**src/rtl/riscv_pkg.sv**
```systemverilog
// -----------------------------------------------------------------------------
// riscv_pkg
// Shared RV64 pipeline definitions used by fetch, decode and immediate
// generation: address width, canonical NOP, control-transfer opcodes and the
// fetch buffer entry type.
// No ports (package).
// -----------------------------------------------------------------------------
package riscv_pkg;

    localparam int          XLEN      = 64;
    localparam logic [31:0] NOP_INST  = 32'h0000_0013;   // addi x0, x0, 0

    localparam logic [6:0]  OP_BRANCH = 7'b1100011;
    localparam logic [6:0]  OP_JAL    = 7'b1101111;
    localparam logic [6:0]  OP_JALR   = 7'b1100111;

    typedef struct packed {
        logic [XLEN-1:0] pc;
        logic [31:0]     inst;
    } fetch_entry_t;

    // Sequential next-word address; wraps naturally modulo 2^XLEN.
    function automatic logic [XLEN-1:0] pc_next(input logic [XLEN-1:0] pc);
        return pc + 64'd4;
    endfunction

endpackage

```
**src/rtl/sync_fifo.sv**
```systemverilog
// -----------------------------------------------------------------------------
// sync_fifo
// Single-clock in-order FIFO with synchronous flush and occupancy count.
// Head data is read straight from the storage registers (no bypass, so a
// push becomes visible one cycle later). Flush takes priority over push/pop.
// Ports:
//   clk, rst_n         clock, async active-low reset
//   i_flush            clear pointers and count
//   i_push, i_wdata    write one entry (caller guarantees not full)
//   i_pop              consume head (ignored when empty)
//   o_rdata            head entry
//   o_empty            no entries
//   o_count            occupancy 0..DEPTH
// -----------------------------------------------------------------------------
module sync_fifo #(
    parameter int WIDTH = 8,
    parameter int DEPTH = 4
) (
    input  logic                     clk,
    input  logic                     rst_n,
    input  logic                     i_flush,
    input  logic                     i_push,
    input  logic [WIDTH-1:0]         i_wdata,
    input  logic                     i_pop,
    output logic [WIDTH-1:0]         o_rdata,
    output logic                     o_empty,
    output logic [$clog2(DEPTH):0]   o_count
);

    localparam int AW = $clog2(DEPTH);
    localparam int CW = AW + 1;

    logic [WIDTH-1:0] r_mem [DEPTH];
    logic [AW-1:0]    r_wr_ptr;
    logic [AW-1:0]    r_rd_ptr;
    logic [CW-1:0]    r_count;
    logic             w_pop;

    assign w_pop   = i_pop & ~o_empty;
    assign o_empty = (r_count == {CW{1'b0}});
    assign o_count = r_count;
    assign o_rdata = r_mem[r_rd_ptr];

    // Pointer and occupancy tracking; pointers wrap modulo DEPTH.
    always_ff @(posedge clk or negedge rst_n) begin
        if (!rst_n) begin
            r_wr_ptr <= {AW{1'b0}};
            r_rd_ptr <= {AW{1'b0}};
            r_count  <= {CW{1'b0}};
        end else if (i_flush) begin
            r_wr_ptr <= {AW{1'b0}};
            r_rd_ptr <= {AW{1'b0}};
            r_count  <= {CW{1'b0}};
        end else begin
            if (i_push) begin
                r_wr_ptr <= r_wr_ptr + AW'(1);
            end
            if (w_pop) begin
                r_rd_ptr <= r_rd_ptr + AW'(1);
            end
            case ({i_push, w_pop})
                2'b10:   r_count <= r_count + CW'(1);
                2'b01:   r_count <= r_count - CW'(1);
                default: r_count <= r_count;
            endcase
        end
    end

    // Entry storage; a push+pop on a full FIFO overwrites the slot being consumed.
    always_ff @(posedge clk or negedge rst_n) begin
        if (!rst_n) begin
            for (int i = 0; i < DEPTH; i++) begin
                r_mem[i] <= {WIDTH{1'b0}};
            end
        end else if (i_push && !i_flush) begin
            r_mem[r_wr_ptr] <= i_wdata;
        end
    end

endmodule

```
**src/rtl/fetch_unit.sv**
```systemverilog
// -----------------------------------------------------------------------------
// fetch_unit
// RV64 instruction-fetch stage. Owns the PC, issues word requests to
// instruction memory under a credit limit (buffered + outstanding <=
// FIFO_DEPTH), buffers in-order responses with their PCs and hands them to
// decode on a valid/ready handshake. An EX redirect flushes the buffer and
// marks every in-flight response to be dropped.
// Optional build macro: FETCH_MISALIGN_EXC_EN -- a redirect to a non-word-
// aligned target pushes one {target, NOP} entry flagged id_misaligned and
// halts fetch until the next redirect. Without it the target's low two bits
// are forced to zero.
// Ports:
//   clk, rst_n                    clock, async active-low reset
//   imem_req/addr/gnt             request channel (sampled on req & gnt)
//   imem_rvalid/rdata             in-order response channel
//   redirect_valid/pc             one-cycle redirect from EX
//   id_valid/ready/inst/pc        decode handshake
//   id_misaligned                 (FETCH_MISALIGN_EXC_EN only) head is a
//                                 misaligned-target marker
// -----------------------------------------------------------------------------
module fetch_unit #(
    parameter int              XLEN       = riscv_pkg::XLEN,
    parameter logic [XLEN-1:0] RESET_PC   = {XLEN{1'b0}},
    parameter int              FIFO_DEPTH = 4
) (
    input  logic            clk,
    input  logic            rst_n,
    output logic            imem_req,
    output logic [XLEN-1:0] imem_addr,
    input  logic            imem_gnt,
    input  logic            imem_rvalid,
    input  logic [31:0]     imem_rdata,
    input  logic            redirect_valid,
    input  logic [XLEN-1:0] redirect_pc,
    output logic            id_valid,
    input  logic            id_ready,
    output logic [31:0]     id_inst,
`ifdef FETCH_MISALIGN_EXC_EN
    output logic            id_misaligned,
`endif
    output logic [XLEN-1:0] id_pc
);

    import riscv_pkg::*;

    localparam int CW = $clog2(FIFO_DEPTH) + 1;
    localparam logic [CW:0] CREDIT_LIM = (CW+1)'(FIFO_DEPTH);
`ifdef FETCH_MISALIGN_EXC_EN
    localparam int EW = $bits(fetch_entry_t) + 1;
`else
    localparam int EW = $bits(fetch_entry_t);
`endif

    logic [XLEN-1:0] r_pc;
    logic [XLEN-1:0] r_resp_pc;
    logic [CW-1:0]   r_outstanding;
    logic [CW-1:0]   r_drop;

    logic [CW-1:0]   w_count;
    logic            w_empty;
    logic [EW-1:0]   w_head_raw;
    logic [EW-1:0]   w_push_data;
    fetch_entry_t    w_head;
    fetch_entry_t    w_rsp_entry;
    logic [XLEN-1:0] w_redir_pc;
    logic            w_credit_ok;
    logic            w_halt;
    logic            w_grant;
    logic            w_drop_rsp;
    logic            w_rsp_push;
    logic            w_push;
    logic            w_pop;

`ifdef FETCH_MISALIGN_EXC_EN
    logic r_halt;
    logic r_exc_pend;

    assign w_redir_pc  = redirect_pc;
    assign w_halt      = r_halt;
    assign w_push      = w_rsp_push | r_exc_pend;
    // The marker entry reuses resp_pc, which was loaded with the target.
    assign w_push_data = r_exc_pend ? {r_resp_pc, NOP_INST, 1'b1}
                                    : {w_rsp_entry, 1'b0};
    assign w_head      = w_head_raw[EW-1:1];
    assign id_misaligned = ~w_empty & w_head_raw[0];

    // Misaligned-target tracking: halt fetch and queue one marker entry.
    always_ff @(posedge clk or negedge rst_n) begin
        if (!rst_n) begin
            r_halt     <= 1'b0;
            r_exc_pend <= 1'b0;
        end else if (redirect_valid) begin
            r_halt     <= (redirect_pc[1:0] != 2'b00);
            r_exc_pend <= (redirect_pc[1:0] != 2'b00);
        end else begin
            r_halt     <= r_halt;
            r_exc_pend <= 1'b0;
        end
    end
`else
    assign w_redir_pc  = {redirect_pc[XLEN-1:2], 2'b00};
    assign w_halt      = 1'b0;
    assign w_push      = w_rsp_push;
    assign w_push_data = w_rsp_entry;
    assign w_head      = w_head_raw;
`endif

    assign w_rsp_entry = '{pc: r_resp_pc, inst: imem_rdata};

    // Outstanding includes responses already marked for dropping.
    assign w_credit_ok = ({1'b0, w_count} + {1'b0, r_outstanding}) < CREDIT_LIM;
    assign imem_req    = rst_n & ~redirect_valid & ~w_halt & w_credit_ok;
    assign imem_addr   = r_pc;
    assign w_grant     = imem_req & imem_gnt;
    assign w_drop_rsp  = imem_rvalid & (r_drop != {CW{1'b0}});
    assign w_rsp_push  = imem_rvalid & ~w_drop_rsp & ~redirect_valid;

    assign id_valid = ~w_empty & ~redirect_valid;
    assign w_pop    = id_valid & id_ready;
    assign id_inst  = w_empty ? NOP_INST : w_head.inst;
    assign id_pc    = w_empty ? {XLEN{1'b0}} : w_head.pc;

    sync_fifo #(
        .WIDTH (EW),
        .DEPTH (FIFO_DEPTH)
    ) u_fifo (
        .clk     (clk),
        .rst_n   (rst_n),
        .i_flush (redirect_valid),
        .i_push  (w_push),
        .i_wdata (w_push_data),
        .i_pop   (w_pop),
        .o_rdata (w_head_raw),
        .o_empty (w_empty),
        .o_count (w_count)
    );

    // Request PC and response PC tracking.
    always_ff @(posedge clk or negedge rst_n) begin
        if (!rst_n) begin
            r_pc      <= RESET_PC;
            r_resp_pc <= RESET_PC;
        end else if (redirect_valid) begin
            r_pc      <= w_redir_pc;
            r_resp_pc <= w_redir_pc;
        end else begin
            r_pc      <= w_grant    ? pc_next(r_pc)      : r_pc;
            r_resp_pc <= w_rsp_push ? pc_next(r_resp_pc) : r_resp_pc;
        end
    end

    // In-flight accounting; on redirect every still-pending response becomes a drop.
    always_ff @(posedge clk or negedge rst_n) begin
        if (!rst_n) begin
            r_outstanding <= {CW{1'b0}};
            r_drop        <= {CW{1'b0}};
        end else if (redirect_valid) begin
            r_outstanding <= r_outstanding - CW'(imem_rvalid);
            r_drop        <= r_outstanding - CW'(imem_rvalid);
        end else begin
            case ({w_grant, imem_rvalid})
                2'b10:   r_outstanding <= r_outstanding + CW'(1);
                2'b01:   r_outstanding <= r_outstanding - CW'(1);
                default: r_outstanding <= r_outstanding;
            endcase
            r_drop <= w_drop_rsp ? (r_drop - CW'(1)) : r_drop;
        end
    end

endmodule
```
**config.mk**
```make
export PLATFORM = sky130hd
export DESIGN_NAME = fetch_unit
export DESIGN_NICKNAME = d
export VERILOG_FILES = /design/src/rtl/riscv_pkg.sv /design/src/rtl/sync_fifo.sv /design/src/rtl/fetch_unit.sv
export SDC_FILE = /design/constraint.sdc
export NUM_CORES = 1
export LEC_CHECK = 0
export BUFFER_PORTS_ARGS = -buffer_cell sky130_fd_sc_hd__buf_4
export CAP_MARGIN = 20
export CORE_ASPECT_RATIO = 1.25
export CORE_MARGIN = 2
export CORE_UTILIZATION = 65
export CTS_BUF_LIST = sky130_fd_sc_hd__clkbuf_8
export DETAILED_ROUTE_END_ITERATION = 16
export HOLD_SLACK_MARGIN = 0.12
export PLACE_DENSITY = 0.92
export SYNTH_ARGS = -nofsm -noshare
export SYNTH_HDL_FRONTEND = slang
export SYNTH_SLANG_ARGS = --single-unit
export TNS_END_PERCENT = 50
```
**constraint.sdc**
```tcl
create_clock -name clk -period 7.81 [get_ports clk]
set_input_delay 0.781 -clock clk [delete_from_list [all_inputs] [get_ports clk]]
set_output_delay 0.781 -clock clk [all_outputs]
set_load 0.02 [all_outputs]
```
==> flow_summary.yaml, run 1 <==
timing:
  rsz0062_at_grt: "no"
  whs_ps: 168
  period_share: 0.531
  fmax_ghz: 0.241
  worst_slack_ps: 3670
  tightest_slew_ps: 1030
  setup_tns_ps: 0
  setup_violations: 0
  finalClockSkew_ps: 37.5
  period_minus_slack_ps: 4140
  finalHoldViolCount: 0
  slew_viol_final: 0
  max_slew_margin: 0.305
die:
  die-area_um2: 40000
  rows: 80
  core_area_um2: 38000
  die_y_um: 223
  io_pins: 264
  dieWidth_um: 179
  start_util: 0.656
grt:
  grtUsageTotal: 0.329
  grt_max_degree: 175
  grt_pass1_vias: 18591
  grt_use_met1: 0.410
  globalRouteMet2Util: 0.547
  busiest_layer: "met2"
  gr-usage-met3: 0.0506
  overflow: 0
  grt_pass1_wl_um: 101000
  antenna_found_initial: 1
logic_synthesis:
  synth_area_leaders: "dfrtp_1, mux2_2, mux4_2"
  synth_adder_area_share: 0.00762
  syn_area_um2: 25000
  synth-async-reset-ratio: 1.00
  synth_area_leader_cell: "dfrtp_1"
  synth_cells: 1980
  synth_top_family_by_area: "multiplexers"
  ys.flop_type: "dfrtp_1"
  ys_types: 70
  synth-seq-cells: 513
  synth_edf_count: 0
  synth-xor-area-share: 0.0263
  synth_top_area_share: 0.514
  synthMuxAreaShare: 0.261
  synthSimpleGateAreaFrac: 0.117
  synth_compound_area_frac: 0.0450
  synth_seq_area_share: 0.514
  yosysWarnings: 0
  syn_avg_cell_area_um2: 12.6
critical_path:
  worstSetupStartpoint: "u_fifo.r_rd_ptr[0]"
  end_kind: "output pin"
  reg2regPathDepth: 7
  critPathKind: "reg2out"
  cp_data_required_time_ps: 7030
  r2r_setup_slack_ps: 4320
  crit_arrival_ps: 3360
  critPathLaunchType: "flip-flop"
  critPathMaxFanout: 45
  timing.rr.start: "u_fifo.o_count[2]"
  r2r-end: "imem_addr[29]"
routing:
  viasPerCell: 6.45
  drc: 0
  routed_wl_um: 64700
  num_vias: 17706
  ant_nets: 0
  dr.pass1.iters: 6
  routedWlPerCell_um: 23.6
  drtIter0Drc: 1439
clocking:
  postCtsHoldBufs: 0
  post_cts_resized: 0
  cts_tree: "built"
  path_clk_slew_ps: 60
  htreeDepth: 3
  clk_latency_ps: 640
  cts_root_buffer: "clkbuf_8"
  cts.path.max_buffers: 3
  cts.sinks: 513
  cts_buffers: 80
  cts_setup_buffers: 0
placement:
  port_buffers: 257
  dpl_cell_area_um2: 27100
  place_congestion: 0.949
  dp_hpwl_um: 41700
  place_ws_ps: 3750
finish:
  drive_gt1_frac: 0.397
  design_area_um2: 28800
  final_nets: 2309
  syn2layout_area_growth_pct: 15.3
pwr:
  pwr-share-clk: 0.257
  p_sw_frac: 0.334
  p_int_mw: 5.98
  power_frac_comb: 0.332
  power_frac_seq: 0.411
  p_total_mw: 8.99
  p_switching_mw: 3.00
  vdd_drop_max_mv: 0.293
  power.density_nw_per_um2: 312
  leakage_nw: 13.5
flow_run:
  drv_cap: 0
run_status:
  status: "completed"
worst_hold_path:
  hold_path_class: "in2async"
-- per-stage QoR --
step,cells,util
2_1_floorplan,1983,-
3_3_place_gp,2602,0.713
3_5_place_dp,2602,0.713
4_1_cts,2742,0.756
5_1_grt,2744,0.757
6_report,2744,0.757
-- power groups by stage --
stage / Clock [mW] / Combinational (mW) / Sequential (mW)
2_1_floorplan: 0 / 2.00 / 3.54
3_3_place_gp: 0 / 2.88 / 3.64
3_5_place_dp: 0 / 2.98 / 3.72
4_1_cts: 2.35 / 3.00 / 3.68
5_1_grt: 2.47 / 3.20 / 3.76
6_report: 2.31 / 2.98 / 3.70
-- kinds of logic (layout without fill, tap and decap cells) --
group	Yosys count	after routing
AOI/OAI and AO/OA	176	176
xor gates and xnor gates	75	75
adders and majority gates	14	14
buffers and inverters	171	439
DFF	513	513
muxes	486	486
other	1	5
and+or+nand+nor	544	544
-- cells in the mapped netlist (3+ instances only) --
library cell	number
dfrtp_1	513
mux2_2	383
nand2_1	154
and2_1	96
mux4_2	94
nand3_1	76
o21ai_0	74
clkbuf_1	66
nor2_1	52
nand4_1	47
xor2_1	42
buf_1	41
xnor2_1	33
buf_2	27
inv_1	26
and3_1	22
nor3_1	22
a21oi_1	15
o311ai_0	14
and4_1	13
ha_1	12
o211ai_1	12
nor4_1	10
o21ai_1	10
or3_1	10
mux2i_1	9
a31oi_1	8
buf_4	8
a21boi_0	7
o311ai_1	6
a21o_1	5
or2_2	5
nand2b_1	4
clkbuf_2	3
nand3b_1	3
nor2b_1	3
nor4_2	3
o211a_1	3
o41ai_1	3
or4_1	3
-- final cells by class --
class	instances	area, µm²
Clock buffer	105	1450
Inverter	26	97.6
Sequential cell	513	12800
Antenna cell	1	2.50
Multi-Input combinational cell	1299	11500
Fill cell	2413	9250
Timing Repair Buffer	273	2090
Tap cell	492	616
Clock inverter	35	204
-- how the worst max path moves through the flow --
stage / to / cells past startpoint
after global routing: id_pc[18] / 4
after detailed placement: imem_addr[29] / 7
after global placement: imem_addr[29] / 7
final: id_pc[18] / 4
after CTS: id_pc[18] / 4
after floorplan: u_fifo.o_count[2] / 10
-- layout by cell type (no fill, tap or decap), types with 4 or more instances in the layout --
cell,n
xor2_1,42
o311ai_0,14
buf_4,270
nand4_1,47
nor4_1,10
and3_1,22
clkbuf_8,105
ha_1,12
or3_1,9
o211ai_1,12
mux2_2,383
mux4_2,94
o21ai_1,10
or2_2,5
nand3_1,76
a21boi_0,7
mux2i_1,9
inv_1,50
clkinv_2,7
a21o_1,5
and2_1,96
dfrtp_1,511
xnor2_1,33
nand2_1,150
conb_1,4
and4_1,13
o21ai_0,74
nor2_1,52
nand2b_1,4
a31oi_1,8
nor3_1,22
o311ai_1,6
a21oi_1,15
-- sequential cells by signal, indices dropped and copies added (netlist names) --
name and cells:
imem_addr 62, r_drop 3, r_outstanding 3, r_resp_pc 62, u_fifo.o_count 3, u_fifo.r_mem 376, u_fifo.r_rd_ptr 2, u_fifo.r_wr_ptr 2
-- per-layer routing --
metal	wire, µm	share of wire
met5	0	0
met4	4030	0.062
met3	3950	0.061
met2	32900	0.51
met1	23800	0.37
-- worst max-delay path: stages (launching register included) --
cell and delay (ps):
dfrtp_4 900, buf_4 830, mux4_2 650, and2_1 180, buf_4 150
No activity file was read; power rests on OpenSTA's default activity.
==> run 2: changes to the inputs <==
--- a/config.mk
+++ b/config.mk
@@ -9,11 +9,11 @@
 export CAP_MARGIN = 20
 export CORE_ASPECT_RATIO = 1.25
 export CORE_MARGIN = 2
-export CORE_UTILIZATION = 65
+export CORE_UTILIZATION = 55
 export CTS_BUF_LIST = sky130_fd_sc_hd__clkbuf_8
 export DETAILED_ROUTE_END_ITERATION = 16
 export HOLD_SLACK_MARGIN = 0.12
-export PLACE_DENSITY = 0.92
+export PLACE_DENSITY = 0.83
 export SYNTH_ARGS = -nofsm -noshare
 export SYNTH_HDL_FRONTEND = slang
 export SYNTH_SLANG_ARGS = --single-unit
==> constraint.sdc (replaced) <==
create_clock -name clk -period 3.4 [get_ports clk]
set_input_delay 0.34 -clock clk [delete_from_list [all_inputs] [get_ports clk]]
set_output_delay 0.34 -clock clk [all_outputs]
set_load 0.02 [all_outputs]
==> run 2 against run 1 <==
Effect of this change: clock skew decreased by 14 ps; sequential cell count unchanged; setup slack got worse by 3300 ps; clock power grew 120%; wire length rose by 4.2%; cell count is 7.6% higher; register-to-register slack worse by 3900 ps; largest cell class unchanged.
==> flow_summary.yaml, run 2 (same netlist as run 1, synthesis figures left out) <==
pwr:
  p_total_mw: 20.7
  power.density_nw_per_um2: 688
  p_sw_frac: 0.338
  leakage_nw: 14.1
  p_switching_mw: 7.00
  p_int_mw: 13.7
  power_frac_comb: 0.343
  vdd_drop_max_mv: 0.564
  pwr-share-clk: 0.251
  power_frac_seq: 0.407
timing:
  rsz0062_at_grt: "no"
  fmax_ghz: 0.328
  period_share: 0.896
  period_minus_slack_ps: 3050
  setup_violations: 0
  setup_tns_ps: 0
  finalClockSkew_ps: 23.1
  slew_viol_final: 0
  tightest_slew_ps: 952
  finalHoldViolCount: 0
  max_slew_margin: 0.366
critical_path:
  worstPathCellList: "buf_12, mux4_2, and2_1, buf_4"
  critPathLaunchType: "flip-flop"
  critPathMaxFanout: 31
  cp_data_required_time_ps: 3060
  critical_path.slowest_cell: "dfrtp_4"
  crit_arrival_ps: 2710
  critPathKind: "reg2out"
  end_kind: "output pin"
  crit_family: "flip-flops"
  crit_buf_inv: 2
  cp_slowest_stage_delay_ps: 750
finish:
  design_area_um2: 30100
  top_register: "u_fifo.r_mem"
  final_common_cell: "dfrtp_1"
  final_cells: 2953
  layout_common_cells: "dfrtp_1, mux2_2, buf_4"
  largest_reg_flops: 376
  final_nets: 2430
  fin_util: 0.669
  drive_gt1_frac: 0.387
  syn2layout_area_growth_pct: 20.5
routing:
  routedWlPerCell_um: 22.8
  viasPerCell: 6.07
  drtIter0Drc: 1134
  num_vias: 17923
  drc: 0
  routed_wl_um: 67400
  dr.pass1.iters: 6
  ant_nets: 0
die:
  rows: 87
  io_pins: 264
  die-area_um2: 47100
  dieWidth_um: 195
  core_area_um2: 45000
  die_y_um: 242
  start_util: 0.555
grt:
  overflow: 0
  grt_max_degree: 161
  antenna_found_initial: 3
  grt_pass1_vias: 19345
  grtUsageTotal: 0.291
  grt_pass1_wl_um: 107000
run_status:
  status: "completed"
clocking:
  cts_setup_buffers: 0
  cts.path.max_buffers: 3
  postCtsHoldBufs: 96
  cts_buffers: 81
  path_clk_slew_ps: 60
  post_cts_resized: 0
  htreeDepth: 3
  clk_latency_ps: 660
  cts_tree: "built"
  cts.sinks: 513
  cts_root_buffer: "clkbuf_8"
placement:
  place_inst: 2711
  dp_hpwl_um: 43800
  dpl_cell_area_um2: 27500
  place_congestion: 0.915
  port_buffers: 257
flow_run:
  drv_cap: 0
worst_hold_path:
  hold_path_class: "in2reg"
run 2: through the flow:
stage                     hold slack (ps)  setup WS (ps)
after floorplan                      44.4            889
after global placement                458            603
after detailed placement              469            517
after CTS                             174            262
after global routing                  251            209
final                                 236            352
run 2: tightest hold or removal path: stages:
cell and delay (ps):
buf_4 140, nand3_1 80, or2_2 130, o311ai_1 100
o311ai_1 80
run 2: final cells by class:
class | count | area, µm²
Fill cell | 3214 | 14900
Sequential cell | 513 | 12800
Multi-Input combinational cell | 1299 | 11500
Timing Repair Buffer | 393 | 3340
Clock buffer | 98 | 1350
Tap cell | 578 | 723
Clock inverter | 44 | 255
Inverter | 26 | 97.6
Antenna cell | 2 | 5.00
run 2: worst paths after layout:
path	start	cells past startpoint	slack, ps	endpoint
hold reg to reg	u_fifo.r_mem[94]	2	480	u_fifo.r_mem[94]
max in group asynchronous	rst_n	4	1540	u_fifo.r_mem[88]
hold / removal	imem_gnt	5	240	imem_addr[63]
setup reg to reg	u_fifo.o_count[2]	6	460	imem_addr[62]
min in group asynchronous	rst_n	3	430	imem_addr[18]
setup / recovery	u_fifo.r_rd_ptr[0]	4	350	id_pc[34]
run 2: layer usage:
metal	vias up	track usage	part of all wire
met1	9193	0.346	0.38
met2	639	0.500	0.51
li1	7884	-	-
met4	2	0.177	0.058
met3	205	0.0462	0.049
met5	-	0	0.00019
run 2: power groups by stage:
| stage | clock network (mW) | logic, mW | registers (mW) |
|---|---|---|---|
| after floorplan | 0 | 4.60 | 8.14 |
| after global placement | 0 | 6.84 | 8.33 |
| after detailed placement | 0 | 7.02 | 8.48 |
| after CTS | 5.29 | 7.13 | 8.38 |
| after global routing | 5.58 | 7.63 | 8.57 |
| final | 5.18 | 7.09 | 8.41 |
==> run 3: changes to the inputs <==
--- a/config.mk
+++ b/config.mk
@@ -5,15 +5,16 @@
 export SDC_FILE = /design/constraint.sdc
 export NUM_CORES = 1
 export LEC_CHECK = 0
+export ABC_AREA = 1
 export BUFFER_PORTS_ARGS = -buffer_cell sky130_fd_sc_hd__buf_4
 export CAP_MARGIN = 20
 export CORE_ASPECT_RATIO = 1.25
 export CORE_MARGIN = 2
-export CORE_UTILIZATION = 55
+export CORE_UTILIZATION = 56
 export CTS_BUF_LIST = sky130_fd_sc_hd__clkbuf_8
 export DETAILED_ROUTE_END_ITERATION = 16
 export HOLD_SLACK_MARGIN = 0.12
-export PLACE_DENSITY = 0.83
+export PLACE_DENSITY = 0.84
 export SYNTH_ARGS = -nofsm -noshare
 export SYNTH_HDL_FRONTEND = slang
 export SYNTH_SLANG_ARGS = --single-unit
==> run 3 against run 2 <==
Effect of this change: global-route usage is 5.5 points higher; via count is 48% higher; worst hold slack better by 190 ps; critical endpoint is now id_pc[63]; largest power group is now combinational cells.
==> flow_summary.yaml, run 3 <==
logic_synthesis:
  synth_adder_area_share: 0.00706
  synth_area_leader_cell: "dfrtp_1"
  synthSimpleGateAreaFrac: 0.274
  synth_seq_area_share: 0.476
  synth-async-reset-ratio: 1.00
  syn_avg_cell_area_um2: 7.35
  synthMuxAreaShare: 0
  synth_top_area_share: 0.476
  synth-seq-cells: 513
  synth_common_cells: "nand2_1, nor2_1, o21ai_0"
  yosysWarnings: 0
  synth_top_family_by_area: "simple AND/OR/NAND/NOR gates"
  ys_types: 43
  ys.flop_type: "dfrtp_1"
  synth_area_leaders: "dfrtp_1, nand2_1, o21ai_0"
  synth_cells: 3668
  synth_most_common_cell: "nand2_1"
  syn_area_um2: 26900
  synth-xor-area-share: 0.0124
  synth_edf_count: 0
  synth_compound_area_frac: 0.164
clocking:
  cts.sinks: 513
  cts_buffers: 83
  cts_tree: "built"
  cts.path.max_buffers: 3
  post_cts_resized: 0
  cts_root_buffer: "clkbuf_8"
  htreeDepth: 3
  clk_latency_ps: 720
  path_clk_slew_ps: 60
timing:
  setup_violations: 0
  fmax_ghz: 0.323
  period_minus_slack_ps: 3100
  slew_viol_final: 0
  period_share: 0.911
  max_slew_margin: 0.350
  finalHoldViolCount: 0
  rsz0062_at_grt: "no"
  setup_tns_ps: 0
  tightest_slew_ps: 974
  finalClockSkew_ps: 47.1
worst_hold_path:
  hold_path_class: "in2async"
finish:
  layout_common_cells: "nand2_1, nor2_1, o21ai_0"
  final_nets: 4067
  syn2layout_area_growth_pct: 18.7
  largest_reg_flops: 376
  design_area_um2: 32000
  final_cells: 4654
  final_common_cell: "nand2_1"
  fillers: 3985
  drive_gt1_frac: 0.124
  top_register: "u_fifo.r_mem"
die:
  die-area_um2: 49900
  start_util: 0.569
  dieWidth_um: 200
  die_y_um: 249
  io_pins: 264
  core_area_um2: 47300
  rows: 89
placement:
  port_buffers: 257
  dp_hpwl_um: 58000
  place_congestion: 1.01
  place_inst: 4402
  dpl_cell_area_um2: 29200
routing:
  drtIter0Drc: 2534
  routedWlPerCell_um: 18.7
  dr.pass1.iters: 7
  drc: 0
  num_vias: 26571
  routed_wl_um: 86800
  ant_nets: 0
  viasPerCell: 5.71
critical_path:
  cp_data_required_time_ps: 3060
  crit_arrival_ps: 2760
  critPathLaunchType: "flip-flop"
  end_kind: "output pin"
  critPathMaxFanout: 39
  r2r_setup_slack_ps: 900
  critPathKind: "reg2out"
  reg2regPathDepth: 7
grt:
  antenna_found_initial: 1
  grt_pass1_wl_um: 137000
  grt_max_degree: 156
  grt_pass1_vias: 25289
  grtUsageTotal: 0.346
  overflow: 0
flow_run:
  drv_cap: 0
pwr:
  p_sw_frac: 0.414
  power_frac_comb: 0.397
  pwr-share-clk: 0.242
  power_frac_seq: 0.362
  p_int_mw: 13.8
  leakage_nw: 14.8
  power.density_nw_per_um2: 734
  vdd_drop_max_mv: 0.387
  p_switching_mw: 9.72
run_status:
  status: "completed"
## run 3: cell types whose count changed in the layout (fill, tap and decap cells not counted), sizes merged, moves of 15 or more
cell   before  now
a21oi      15  170
and2       98    0
and3       24    1
inv        56  242
mux2      383    0
mux4       94    0
nand2     155  949
nand3      76  134
nor2       52  678
nor4       15    0
o21ai      84  630
xnor2      33    7
## run 3: area by class of cell
type	count	area [µm²]	share of cell area
clock buffer	102	1400	0.0439
tap	637	797	0.0249
antenna	1	2.50	0.0000782
sequential	513	12800	0.402
clock inverter	48	354	0.0111
timing repair buffer	396	3360	0.105
multi-input combinational	2737	12400	0.388
inverter	220	831	0.0260
## run 3: stage by stage
step	util	power [mW]	hold WS, ps	setup slack (ps)
6_report	0.676	23.5	424	302
5_1_grt	0.676	24.9	469	215
4_1_cts	0.676	23.5	403	279
3_5_place_dp	0.617	17.7	166	918
3_3_place_gp	0.617	17.4	168	947
2_1_floorplan	-	14.0	44.4	1280
## run 3: timing repair
item / 4_1_cts / 5_1_grt
setup buffers: 0 / 0
hold buffers: 101 / 0
setup endpoints to repair: 0 / 0
hold endpoints to repair: 472 / 0
## run 3: metal layers
metal	wire length, µm	track usage	vias to the layer above
met2	40900	0.563	1272
met5	0	0	-
met1	33900	0.442	12593
met4	4920	0.200	0
met3	6990	0.0531	231
li1	-	-	12475
## run 3: final timing paths
check	endpoint	from
max	id_pc[63]	u_fifo.o_count[0]
min	imem_addr[10]	rst_n
max reg2reg	r_resp_pc[2]	r_drop[0]
min reg2reg	u_fifo.r_mem[195]	u_fifo.r_mem[195]
max in group asynchronous	u_fifo.r_mem[260]	rst_n
min in group clk	imem_addr[28]	redirect_pc[28]
## run 3: cells by family (layout without fill, tap and decap cells)
family                   Yosys count  after routing
other                              1              5
AO/OA/AOI/OAI                    856            856
AND/OR/NAND/NOR                 1825           1825
flip-flops                       513            513
adder cells (fa/ha/maj)           14             14
XOR/XNOR                          38             38
buffers and inverters            421            766
## run 3: power by group through the flow
| stage | Combinational (mW) | Clock, mW | Sequential, mW |
|---|---|---|---|
| 2_1_floorplan | 5.65 | 0 | 8.40 |
| 3_3_place_gp | 8.94 | 0 | 8.49 |
| 3_5_place_dp | 9.12 | 0 | 8.54 |
| 4_1_cts | 9.27 | 5.74 | 8.45 |
| 5_1_grt | 10.2 | 6.03 | 8.65 |
| 6_report | 9.32 | 5.68 | 8.50 |
## run 3: critical path, cell delays in order (launching register included)
cell	delay (ps)
dfrtp_1	410
inv_1	100
nand3_1	450
clkinv_2	210
buf_4	490
a21oi_1	190
buf_4	210
